--- src/rtl/reg_rr_arbiter.sv ---
// Round-robin arbiter that owns one shared data register,
// with per-owner burst lock and a bounded lock duration.
module reg_rr_arbiter #(
  parameter int DATA_W   = 8,
  parameter int MAX_LOCK = 16
) (
  input  logic                sys_clk,
  input  logic                sys_rst_n,
  input  logic [3:0]          req,
  input  logic [3:0]          hold,
  input  logic [4*DATA_W-1:0] wr_data,
  output logic [3:0]          grant,
  output logic [3:0]          ack,
  output logic [DATA_W-1:0]   Q,
  output logic [1:0]          owner,
  output logic                busy,
  output logic                timeout
);

  typedef enum logic [1:0] {
    IDLE = 2'd0,
    XFER = 2'd1,
    LOCK = 2'd2
  } state_t;

  localparam logic [7:0] CntLast = 8'(MAX_LOCK - 1);

  state_t              state_q;
  logic [3:0]          grant_q;
  logic [3:0]          ack_q;
  logic [DATA_W-1:0]   q_q;
  logic [1:0]          owner_q;
  logic [1:0]          ptr_q;
  logic [7:0]          cnt_q;
  logic                timeout_q;

  logic [1:0]          win_d;
  logic                win_vld_d;
  logic [DATA_W-1:0]   lane_d;
  logic                own_req_d;
  logic                own_hold_d;
  logic [1:0]          nxt_ptr_d;

  // First requester at or after ptr, wrapping modulo 4.
  always_comb begin
    win_d     = ptr_q;
    win_vld_d = 1'b0;
    for (int k = 0; k < 4; k++) begin
      if (!win_vld_d && req[ptr_q + 2'(k)]) begin
        win_d     = ptr_q + 2'(k);
        win_vld_d = 1'b1;
      end
    end
  end

  // Owner-side view of the inputs.
  always_comb begin
    lane_d     = wr_data[owner_q*DATA_W +: DATA_W];
    own_req_d  = req[owner_q];
    own_hold_d = hold[owner_q];
    nxt_ptr_d  = owner_q + 2'd1;
  end

  // Ownership FSM with registered grant/ack/Q/timeout.
  always_ff @(posedge sys_clk or negedge sys_rst_n) begin
    if (!sys_rst_n) begin
      state_q   <= IDLE;
      grant_q   <= '0;
      ack_q     <= '0;
      q_q       <= '0;
      owner_q   <= '0;
      ptr_q     <= '0;
      cnt_q     <= '0;
      timeout_q <= 1'b0;
    end else begin
      ack_q     <= '0;
      timeout_q <= 1'b0;
      unique case (state_q)
        IDLE: begin
          if (win_vld_d) begin
            grant_q <= 4'b0001 << win_d;
            owner_q <= win_d;
            state_q <= XFER;
          end
        end
        XFER: begin
          if (own_req_d) begin
            q_q   <= lane_d;
            ack_q <= 4'b0001 << owner_q;
          end
          if (own_req_d && own_hold_d) begin
            state_q <= LOCK;
            cnt_q   <= '0;
          end else begin
            grant_q <= '0;
            ptr_q   <= nxt_ptr_d;
            state_q <= IDLE;
          end
        end
        LOCK: begin
          if (!own_hold_d) begin
            grant_q <= '0;
            ptr_q   <= nxt_ptr_d;
            state_q <= IDLE;
          end else begin
            if (own_req_d) begin
              q_q   <= lane_d;
              ack_q <= 4'b0001 << owner_q;
            end
            if (cnt_q == CntLast) begin
              timeout_q <= 1'b1;
              grant_q   <= '0;
              ptr_q     <= nxt_ptr_d;
              state_q   <= IDLE;
            end else begin
              cnt_q <= cnt_q + 8'd1;
            end
          end
        end
        default: state_q <= IDLE;
      endcase
    end
  end

  assign grant   = grant_q;
  assign ack     = ack_q;
  assign Q       = q_q;
  assign owner   = owner_q;
  assign busy    = (state_q != IDLE);
  assign timeout = timeout_q;

endmodule

--- config.mk ---
export PLATFORM = sky130hd
export DESIGN_NAME = reg_rr_arbiter
export DESIGN_NICKNAME = d
export VERILOG_FILES = /design/src/rtl/reg_rr_arbiter.sv
export SDC_FILE = /design/constraint.sdc
export NUM_CORES = 1
export LEC_CHECK = 0
export CAP_MARGIN = 40
export CELL_PAD_IN_SITES_DETAIL_PLACEMENT = 1
export CELL_PAD_IN_SITES_GLOBAL_PLACEMENT = 1
export CORE_MARGIN = 5
export CORE_UTILIZATION = 36
export DETAILED_ROUTE_END_ITERATION = 7
export PLACE_DENSITY_LB_ADDON = 0.08
export SETUP_SLACK_MARGIN = 0.2
export SLEW_MARGIN = 5
export SYNTH_ARGS = -nofsm -noshare
export SYNTH_HDL_FRONTEND = slang
export SYNTH_SLANG_ARGS = --single-unit
--- constraint.sdc ---
create_clock -name sys_clk -period 2.2 [get_ports sys_clk]
set_clock_uncertainty 0.1 [all_clocks]
set_input_delay 0.44 -clock sys_clk [delete_from_list [all_inputs] [get_ports sys_clk]]
set_output_delay 0.44 -clock sys_clk [all_outputs]
set_load 0.02 [all_outputs]
==> results.txt, run 1 <==
Final core occ: 56.9%
Max IR drop VDD: 0.722 mV
Tot GR Track Use: 17.2%
Routed wl met2: 2920 um
Die height: 85.4 um
Total core area: 0.00551 mm^2
Vias post-DR: 1,860
Share of flip-flops with an asynchronous set or reset: 100%
P&R area growth vs syn: 52.9%
Cell count after synthesis: 189
Final Slew Violations: 0
Final ANT Viol Nets: 0
Full die area: 0.00729 mm^2
Distinct cells, synth: 52
Initial antenna violation count: 0
EDFF count, synth: 0
Status: finished clean
Ports: 62
Setup crit end kind: flip-flop
Global-route wire length before repair: 9920 um
Post-Route WL: 6050 um
Vias in the first global route: 1,964
Final instance area: 0.00313 mm^2
FMAX: 0.511 GHz
Ranking of synthesized cells by area: dfrtp_1 38%, mux4_2 11%, mux2_1 7.7%, ha_1 4.9%, mux2i_1 2.9%
Final setup viols: 0
ANT cells: 0
Yosys warning total: 0
Maxcap violations: 0
Largest stage delay, worst path: 400 ps
Mapped cell area: 0.00205 mm^2
Residual DRC count: 0
Most common cell in the netlist: dfrtp_1
Sum Neg Setup Slack: 0 ps
Clock sink count: 31
Hold Path Class: flip-flop to flip-flop
Highest Signal Layer: met4
Worst slew margin: 66.1%
Wire per inst: 17.2 um
Leakage power: 1.35 nW
Yosys top cell area share: 37.9%
Seq/Total Area, Yosys: 37.9%
DP Wirelength: 4730 um
Global route overflow: 0
Yosys top cell by area: dfrtp_1
Critical Path RT: 2250 ps
CTS Root Cell: clkbuf_8
Clk_lat worst skew: 290 ps
Minimum clock period: 1960 ps
Yosys reg bits: 31
Post-route setup slack: 245 ps
Worst slack, placed: -289 ps
Clk slew on worst S/H paths: 70 ps
Routability Congestion: 0.797
Nets: 330
Worst-Margin Slew: 508 ps
Power density cells: 1210 mW/mm^2
Initial detailed-routing violation count: 84
Setup Crit Path Kind: flip-flop to flip-flop
Met3 WL: 269 um
Metal1 wirelength: 2800 um
CP max-delay cell: dfrtp_1
Syn nets: 239
WP data arrival: 2000 ps
Filler cells: 621
CTS tree: yes
Num CTS Buffers: 5
Period utilization: 88.9%
Crit path launch type: flip-flop
Initial Utilization: 37.2%
Cell Rows: 27
Share of layout cells above drive strength 1: 26.8%
Htree depth: 2
Cell Area, Placed: 0.00295 mm^2
Critical-path cell list: inv_2, ha_4, nand2_1, o22a_1, buf_6, nor3_4, mux2i_1, o211ai_1
CP max FO: 11
Port buffer count: 61
Final Hold Vio Count: 0
RSZ-0062 raised after global routing: yes
Dominant synthesized flop cell: dfrtp_1
Clk buf depth: 2
Die W: 85.4 um
Vias per inst: 5.28
Largest net degree at the start of global routing: 32
Tot Pwr: 3.78 mW
DR pass1 iterations: 4
Syn Area/Cell: 10.8 um^2
Most common library cells after synthesis: 31 x dfrtp_1, 14 x mux2_1, 12 x nand2_1
==> cell usage in the layout (no fill, tap or decap), types with 7 or more instances in the layout <==
master and count:
dlygate4sd2_1 10, mux2_1 13, nand2_1 12, buf_4 32, inv_1 7, clkdlybuf4s50_1 50, nor2_1 9, dfrtp_1 29
mux4_2 10
==> cells by family after synthesis <==
logic type	synth area share (%)
flops	37.9
compound gates	12.8
buf+inv	4.46
mux	22.7
fa+ha+maj	4.89
simple gates	17.2
==> layout make-up <==
class                   count  area (um^2)  area share, %
flip-flops and latches     31          778           24.9
repair buffers             94          850           27.1
well taps                  72         90.1           2.88
clock buffers               6         82.6           2.64
clock inverters             1         5.00          0.160
multi-input cells         139         1290           41.2
inverters                   9         33.8           1.08
==> timing repair <==
action | 4_1_cts | 5_1_grt
hold buffers | 0 | 0
pin swaps | 2 | 2
endpoints found under the setup margin | 26 | 21
buffers inserted | 0 | 2
resized for setup | 22 | 8
==> layer usage <==
metal / vias up / GRT usage [%]
met5: - / 0
met4: 0 / 3.88
met3: 6 / 4.08
met2: 40 / 29.2
met1: 923 / 22.2
li1: 891 / -
==> path summary, 6_finish.rpt <==
| kind | startpoint | endpoint | slack [ps] | cells past startpoint |
|---|---|---|---|---|
| max | state_q[0] | cnt_q[7] | 240 | 8 |
| min | Q[0] | Q[0] | 390 | 1 |
| max reg2reg | state_q[0] | cnt_q[7] | 240 | 8 |
| min reg2reg | Q[0] | Q[0] | 390 | 1 |
| max in group asynchronous | sys_rst_n | owner[1] | 1220 | 2 |
| min in group asynchronous | sys_rst_n | cnt_q[2] | 460 | 2 |
==> per-stage QoR <==
stage | cells | hold slack, ps
final | 352 | 394
after CTS | 350 | 403
after detailed placement | 343 | 383
after global placement | 343 | 375
after global routing | 352 | 417
after floorplan | 189 | 44.4
==> flip-flops by register name, summed over array words and instances (netlist names) <==
name / flops
grant: 4
cnt_q: 8
timeout: 1
owner: 2
ack: 4
Q: 8
state_q: 2
ptr_q: 2
==> critical path: cells and delay by family (launching register included) <==
kind            cells  cell delay, ps
fa+ha+maj           1             150
flops               1             400
mux                 1             250
buf+inv             2             290
simple gates        2             270
compound gates      2             360
==> where the power goes <==
part / internal, mW / total, mW / switching [mW] / leakage (nW)
clock: 0.245 / 0.466 / 0.221 / 0.0470
sequential: 0.788 / 0.998 / 0.210 / 0.399
combinational: 1.22 / 2.32 / 1.10 / 0.902
Note: power is estimated with default switching activity, not from simulation.
==> run 2: changes to the inputs <==
Settings changed: CTS_CLUSTER_DIAMETER set to 50, GPL_ROUTABILITY_DRIVEN set to 0, MAX_ROUTING_LAYER set to met4.
==> run 2 against run 1 <==
  * Critical path depth unchanged
  * Cell count unchanged
  * First-iteration DRC count grew 1.2%
  * Core utilization unchanged
  * Hold slack is essentially flat
  * Clock power about the same
  * Routed wire length is 0.33% lower
  * Sequential power about the same
  * Critical endpoint unchanged
  * Setup slack gained 1.3 ps
  * Non-clock buffer count stayed put
  * Highest routed layer unchanged
  * Fmax hardly changed
==> results.txt, run 2 (synthesized netlist as in run 1, its figures left out) <==
Vias post-DR: 1,860 (unchanged)
Worst Setup SP: state_q[0]
Tot GR Track Use: 17.8% (+0.51 points)
Final ANT Viol Nets: 0 (unchanged)
Port buffer count: 61 (unchanged)
Clock sink count: 31 (unchanged)
Clk slew on worst S/H paths: 70 ps (about the same)
Num CTS Buffers: 5 (unchanged)
Wire per inst: 17.1 um (-0.33%)
Leakage power: 1.35 nW (unchanged)
Worst r2r src: state_q[0]
Sequential standard cell area: 778 um^2 (unchanged)
Share of layout cells above drive strength 1: 26.8% (unchanged)
Critical Path RT: 2250 ps (about the same)
Non-filler cells in the finished layout: 352 (unchanged)
RSZ-0062 raised after global routing: yes
Global-route wire length before repair: 9920 um (about the same)
Logic pwr share: 61.3% (about the same)
Nets: 330 (unchanged)
Clock group share of total power: 12.3% (about the same)
Clk buf depth: 2 (unchanged)
Status: finished clean
Hold wc startpoint: Q[0]
Worst-Margin Slew: 508 ps (-0.00447 ps)
CP max FO: 11 (unchanged)
Net Sw Frac: 40.5% (about the same)
Placed insts: 343 (unchanged)
P&R area growth vs syn: 52.9% (unchanged)
FMAX: 0.512 GHz (about the same)
Multi-input gate area: 0.00129 mm^2 (unchanged)
Largest net degree at the start of global routing: 32 (unchanged)
Initial antenna violation count: 0 (unchanged)
DP Wirelength: 4730 um (unchanged)
P_sw: 1.53 mW (about the same)
Final setup viols: 0 (unchanged)
Initial Utilization: 37.2% (unchanged)
Die W: 85.4 um (unchanged)
Max IR drop VDD: 0.725 mV (+0.36%)
Setup crit end kind: flip-flop
ANT cells: 0 (unchanged)
Htree depth: 2 (unchanged)
Filler cells: 621 (unchanged)
Die height: 85.4 um (unchanged)
Sum Neg Setup Slack: 0 ps (unchanged)
Global route overflow: 0 (unchanged)
Vias in the first global route: 1,964 (unchanged)
Power density cells: 1210 mW/mm^2 (about the same)
CTS Root Cell: clkbuf_8
Most common cell after layout, fill and taps aside: clkdlybuf4s50_1
Crit path launch type: flip-flop
CTS tree: yes
WP data arrival: 2000 ps (about the same)
Total core area: 0.00551 mm^2 (unchanged)
Maxcap violations: 0 (unchanged)
Ports: 62 (unchanged)
Internal power of the cells: 2.25 mW (about the same)
Final Slew Violations: 0 (unchanged)
Vias per inst: 5.28 (unchanged)
Minimum clock period: 1950 ps (-1.32 ps)
DR pass1 iterations: 4 (unchanged)
Final Hold Vio Count: 0 (unchanged)
Post-Route WL: 6030 um (-0.33%)
Most frequent cells in the layout: 50 x clkdlybuf4s50_1, 32 x buf_4, 29 x dfrtp_1
Residual DRC count: 0 (unchanged)
Full die area: 0.00729 mm^2 (unchanged)
Cell Rows: 27 (unchanged)
Period utilization: 88.8% (about the same)
Initial detailed-routing violation count: 85 (+1.2%)
Hold Path Class: flip-flop to flip-flop
Reg power frac: 26.4% (about the same)
Setup Crit Path Kind: flip-flop to flip-flop
Clk_lat worst skew: 280 ps (about the same)
Worst slew margin: 66.1% (about the same)
-- run 2: cell counts in the layout (fill, tap and decap cells not counted) --
No cell type changed its count.
-- run 2: timing repair --
item                                    4_1_cts  5_1_grt
pin swaps                                     2        2
hold buffers                                  0        0
buffers inserted                              0        2
resized for setup                            22        8
hold endpoints to repair                      0        0
endpoints found under the setup margin       26       21
cloned                                        0        0
-- run 2: area by class of cell --
class	instances	area share (%)
clock buffer	6	2.64
clock inverter	1	0.160
inverter	9	1.08
multi-input combinational	139	41.2
sequential	31	24.9
tap	72	2.88
timing repair buffer	94	27.1
-- run 2: routing by layer --
metal | GRT usage (%) | vias up | wire length [um]
met1 | 22.2 | 919 | 2780
li1 | - | 891 | -
met4 | 3.88 | 0 | 51
met5 | - | - | 0
met3 | 4.08 | 7 | 274
met2 | 29.2 | 43 | 2920
-- run 2: path summary, 6_finish.rpt --
kind / endpoint / depth (start not counted) / slack, ps
max in group asynchronous: owner[0] / 2 / 1230
worst max-delay path: cnt_q[7] / 8 / 250
worst max register to register: cnt_q[7] / 8 / 250
min in group asynchronous: cnt_q[2] / 2 / 460
worst min-delay path: Q[0] / 1 / 390
worst min register to register: Q[0] / 1 / 390
-- run 2: critical path: stages (launching register included) --
cell and delay, ps:
dfrtp_1 400, inv_2 120, ha_4 150, nand2_1 70, o22a_1 250, buf_6 170, nor3_4 200, mux2i_1 250
o211ai_1 110
-- run 2: metrics by stage --
stage | utilization [%] | power [mW] | cell area (um^2) | worst slack (ps) | hold slack, ps
floorplan | - | 2.36 | 2080 | 183 | 44.4
global placement | 53.6 | 3.16 | 2950 | -284 | 375
detailed placement | 53.6 | 3.21 | 2950 | -289 | 383
CTS | 55.8 | 3.70 | 3070 | 203 | 403
global route | 56.9 | 4.06 | 3130 | 144 | 417
finish | 56.9 | 3.78 | 3130 | 246 | 394
-- run 2: power groups by stage --
stage                     registers [mW]  logic, mW  clock network [mW]
after global placement             0.979       2.19                   0
after floorplan                     1.09       1.27                   0
final                              0.997       2.32               0.465
after CTS                          0.986       2.24               0.478
after global routing                1.03       2.52               0.509
after detailed placement           0.991       2.22                   0
==> run 3: changes to the inputs <==
Settings changed: CORE_UTILIZATION 36 to 39.
Clock period 2.2 ns to 2.5 ns, I/O delays scaled along.
==> run 3 against run 2 <==
  * First-iteration DRC count shrank 55%
  * Largest cell class unchanged
  * Register-to-register slack gained 140 ps
  * Highest routed layer unchanged
  * Combinational power shrank 19%
  * Routed wire length shrank 0.95%
==> results.txt, run 3 (synthesized netlist as in run 1, its figures left out) <==
Status: finished clean
CP max FO: 5 (-6)
Maxcap violations: 0 (unchanged)
Max IR drop VDD: 0.625 mV (-14%)
Critical R2R Capture: cnt_q[6]
Most common cell after layout, fill and taps aside: clkdlybuf4s50_1
Hold Path Stages: 1 (unchanged)
Residual DRC count: 0 (unchanged)
P&R area growth vs syn: 46.5%
Tot GR Track Use: 19.8% (+2.0 points)
Family with the most delay on the worst path: buffers and inverters
Vias post-DR: 1,820 (-2.2%)
Minimum clock period: 2240 ps
Logic pwr share: 58.8% (-2.5 points)
Vias in the first global route: 1,946 (-0.92%)
Initial Utilization: 40.1% (+2.9 points)
Worst slew margin: 71.6% (+5.5 points)
Internal power of the cells: 1.90 mW (-15%)
Power density cells: 1060 mW/mm^2 (-12%)
Worst-Margin Slew: 426 ps (-82.4 ps)
DP Wirelength: 4590 um (-3.0%)
Bufs and invs on worst path: 2 (unchanged)
Final setup viols: 0 (unchanged)
FMAX: 0.447 GHz
Die height: 82.4 um (-3.5%)
Htree depth: 2 (unchanged)
RSZ-0062 raised after global routing: no
CTS Root Cell: clkbuf_8
Nets: 318 (-3.6%)
Post-Route WL: 5970 um (-0.95%)
Leakage power: 1.27 nW (-5.5%)
Initial antenna violation count: 0 (unchanged)
Setup Crit Path Kind: input port to flip-flop
Share of layout cells above drive strength 1: 19.3% (-7.5 points)
Global route overflow: 0 (unchanged)
Crit path launch type: input port
P_sw: 1.27 mW (-17%)
Wire per inst: 17.6 um (+2.9%)
Filler cells: 561 (-9.7%)
Clk buf depth: 2 (unchanged)
Non-filler cells in the finished layout: 339 (-3.7%)
Clk_lat worst skew: 280 ps (about the same)
CP max-delay cell: clkdlybuf4s50_1
Final core occ: 58.7% (+1.8 points)
Full die area: 0.00680 mm^2 (-6.8%)
CTS tree: yes
Multi-input gate area: 0.00120 mm^2 (-6.9%)
Reg power frac: 27.6% (+1.2 points)
Global-route wire length before repair: 9830 um (-0.84%)
Hold Path Class: flip-flop to flip-flop
Clock group share of total power: 13.5% (+1.2 points)
Setup Fix Bufs, Post-CTS: 0 (unchanged)
Critical-path cell list: clkdlybuf4s50_1, nand2_1, mux4_2, buf_4, or4_1, o211ai_1
Period utilization: 89.5%
ANT cells: 0 (unchanged)
Placed insts: 331 (-3.5%)
Largest net degree at the start of global routing: 32 (unchanged)
Clock sink count: 31 (unchanged)
Vias per inst: 5.37 (+1.6%)
Hold wc startpoint: Q[7]
Num CTS Buffers: 5 (unchanged)
Worst r2r src: owner[0]
DR pass1 iterations: 4 (unchanged)
Port buffer count: 61 (unchanged)
R2R setup slack: 390 ps (+140 ps)
Setup crit end kind: flip-flop
Ports: 62 (unchanged)
Initial detailed-routing violation count: 38 (-55%)
Clk slew on worst S/H paths: 60 ps (about the same)
Worst reg-to-reg path cell count: 5 (-3)
Net Sw Frac: 40.1% (-0.38 points)
Final Slew Violations: 0 (unchanged)
Hold endpoint: Q[7]
Sequential standard cell area: 776 um^2 (-0.32%)
Most frequent cells in the layout: 59 x clkdlybuf4s50_1, 31 x dfrtp_1, 19 x buf_4
Final ANT Viol Nets: 0 (unchanged)
Largest stage delay, worst path: 510 ps (+110 ps)
Hold bufs inserted after CTS: 0 (unchanged)
WP data arrival: 2330 ps (+330 ps)
Critical Path RT: 2600 ps (+350 ps)
Final Hold Vio Count: 0 (unchanged)
Total core area: 0.00511 mm^2 (-7.2%)
Cell Rows: 26 (-3.7%)
Die W: 82.4 um (-3.5%)
==> run 3: area by class of cell <==
| cell class | count | area share (%) |
|---|---|---|
| clock buffer | 8 | 3.34 |
| multi-input combinational | 139 | 40.1 |
| sequential | 31 | 25.9 |
| inverter | 9 | 1.13 |
| tap | 70 | 2.92 |
| timing repair buffer | 82 | 26.6 |
==> run 3: how the worst max path moves through the flow <==
stage	start	to	slack [ps]	depth (start not counted)
3_5_place_dp	req[2]	grant[3]	-80	8
4_1_cts	req[2]	grant[3]	220	8
5_1_grt	owner[1]	owner[1]	220	2
6_report	req[1]	cnt_q[6]	260	6
2_1_floorplan	owner[0]	grant[3]	370	6
3_3_place_gp	req[2]	grant[3]	-5	8
==> run 3: power by group through the flow <==
stage               sequential [mW]  combinational (mW)  clock, mW
global placement              0.871                1.83          0
floorplan                     0.961                1.06          0
finish                        0.877                1.87      0.430
detailed placement            0.880                1.86          0
global route                  0.907                2.04      0.466
CTS                           0.875                1.88      0.445
==> run 3: what timing repair did <==
item | in CTS | in global routing
gates resized for setup | 2 | 5
setup endpoints to repair | 2 | 11
pin swaps | 0 | 0
==> run 3: stage by stage <==
step           setup WS [ps]  hold slack [ps]  power (mW)  area [um^2]  setup TNS, ps
2_1_floorplan            370              104        2.02         2050              0
3_3_place_gp           -4.79              374        2.70         2870          -4.79
3_5_place_dp           -75.4              380        2.74         2870           -292
4_1_cts                  220              394        3.20         2980              0
5_1_grt                  225              411        3.41         3000              0
6_report                 262              388        3.17         3000              0
==> run 3: layer usage <==
metal  track usage [%]  up-vias  part of all wire, %
met5                 -        -                    0
met4              7.14        0                  1.2
met3              4.88        4                  8.3
met2              31.3       58                   46
met1              24.5      887                   45
li1                  -      871                    -
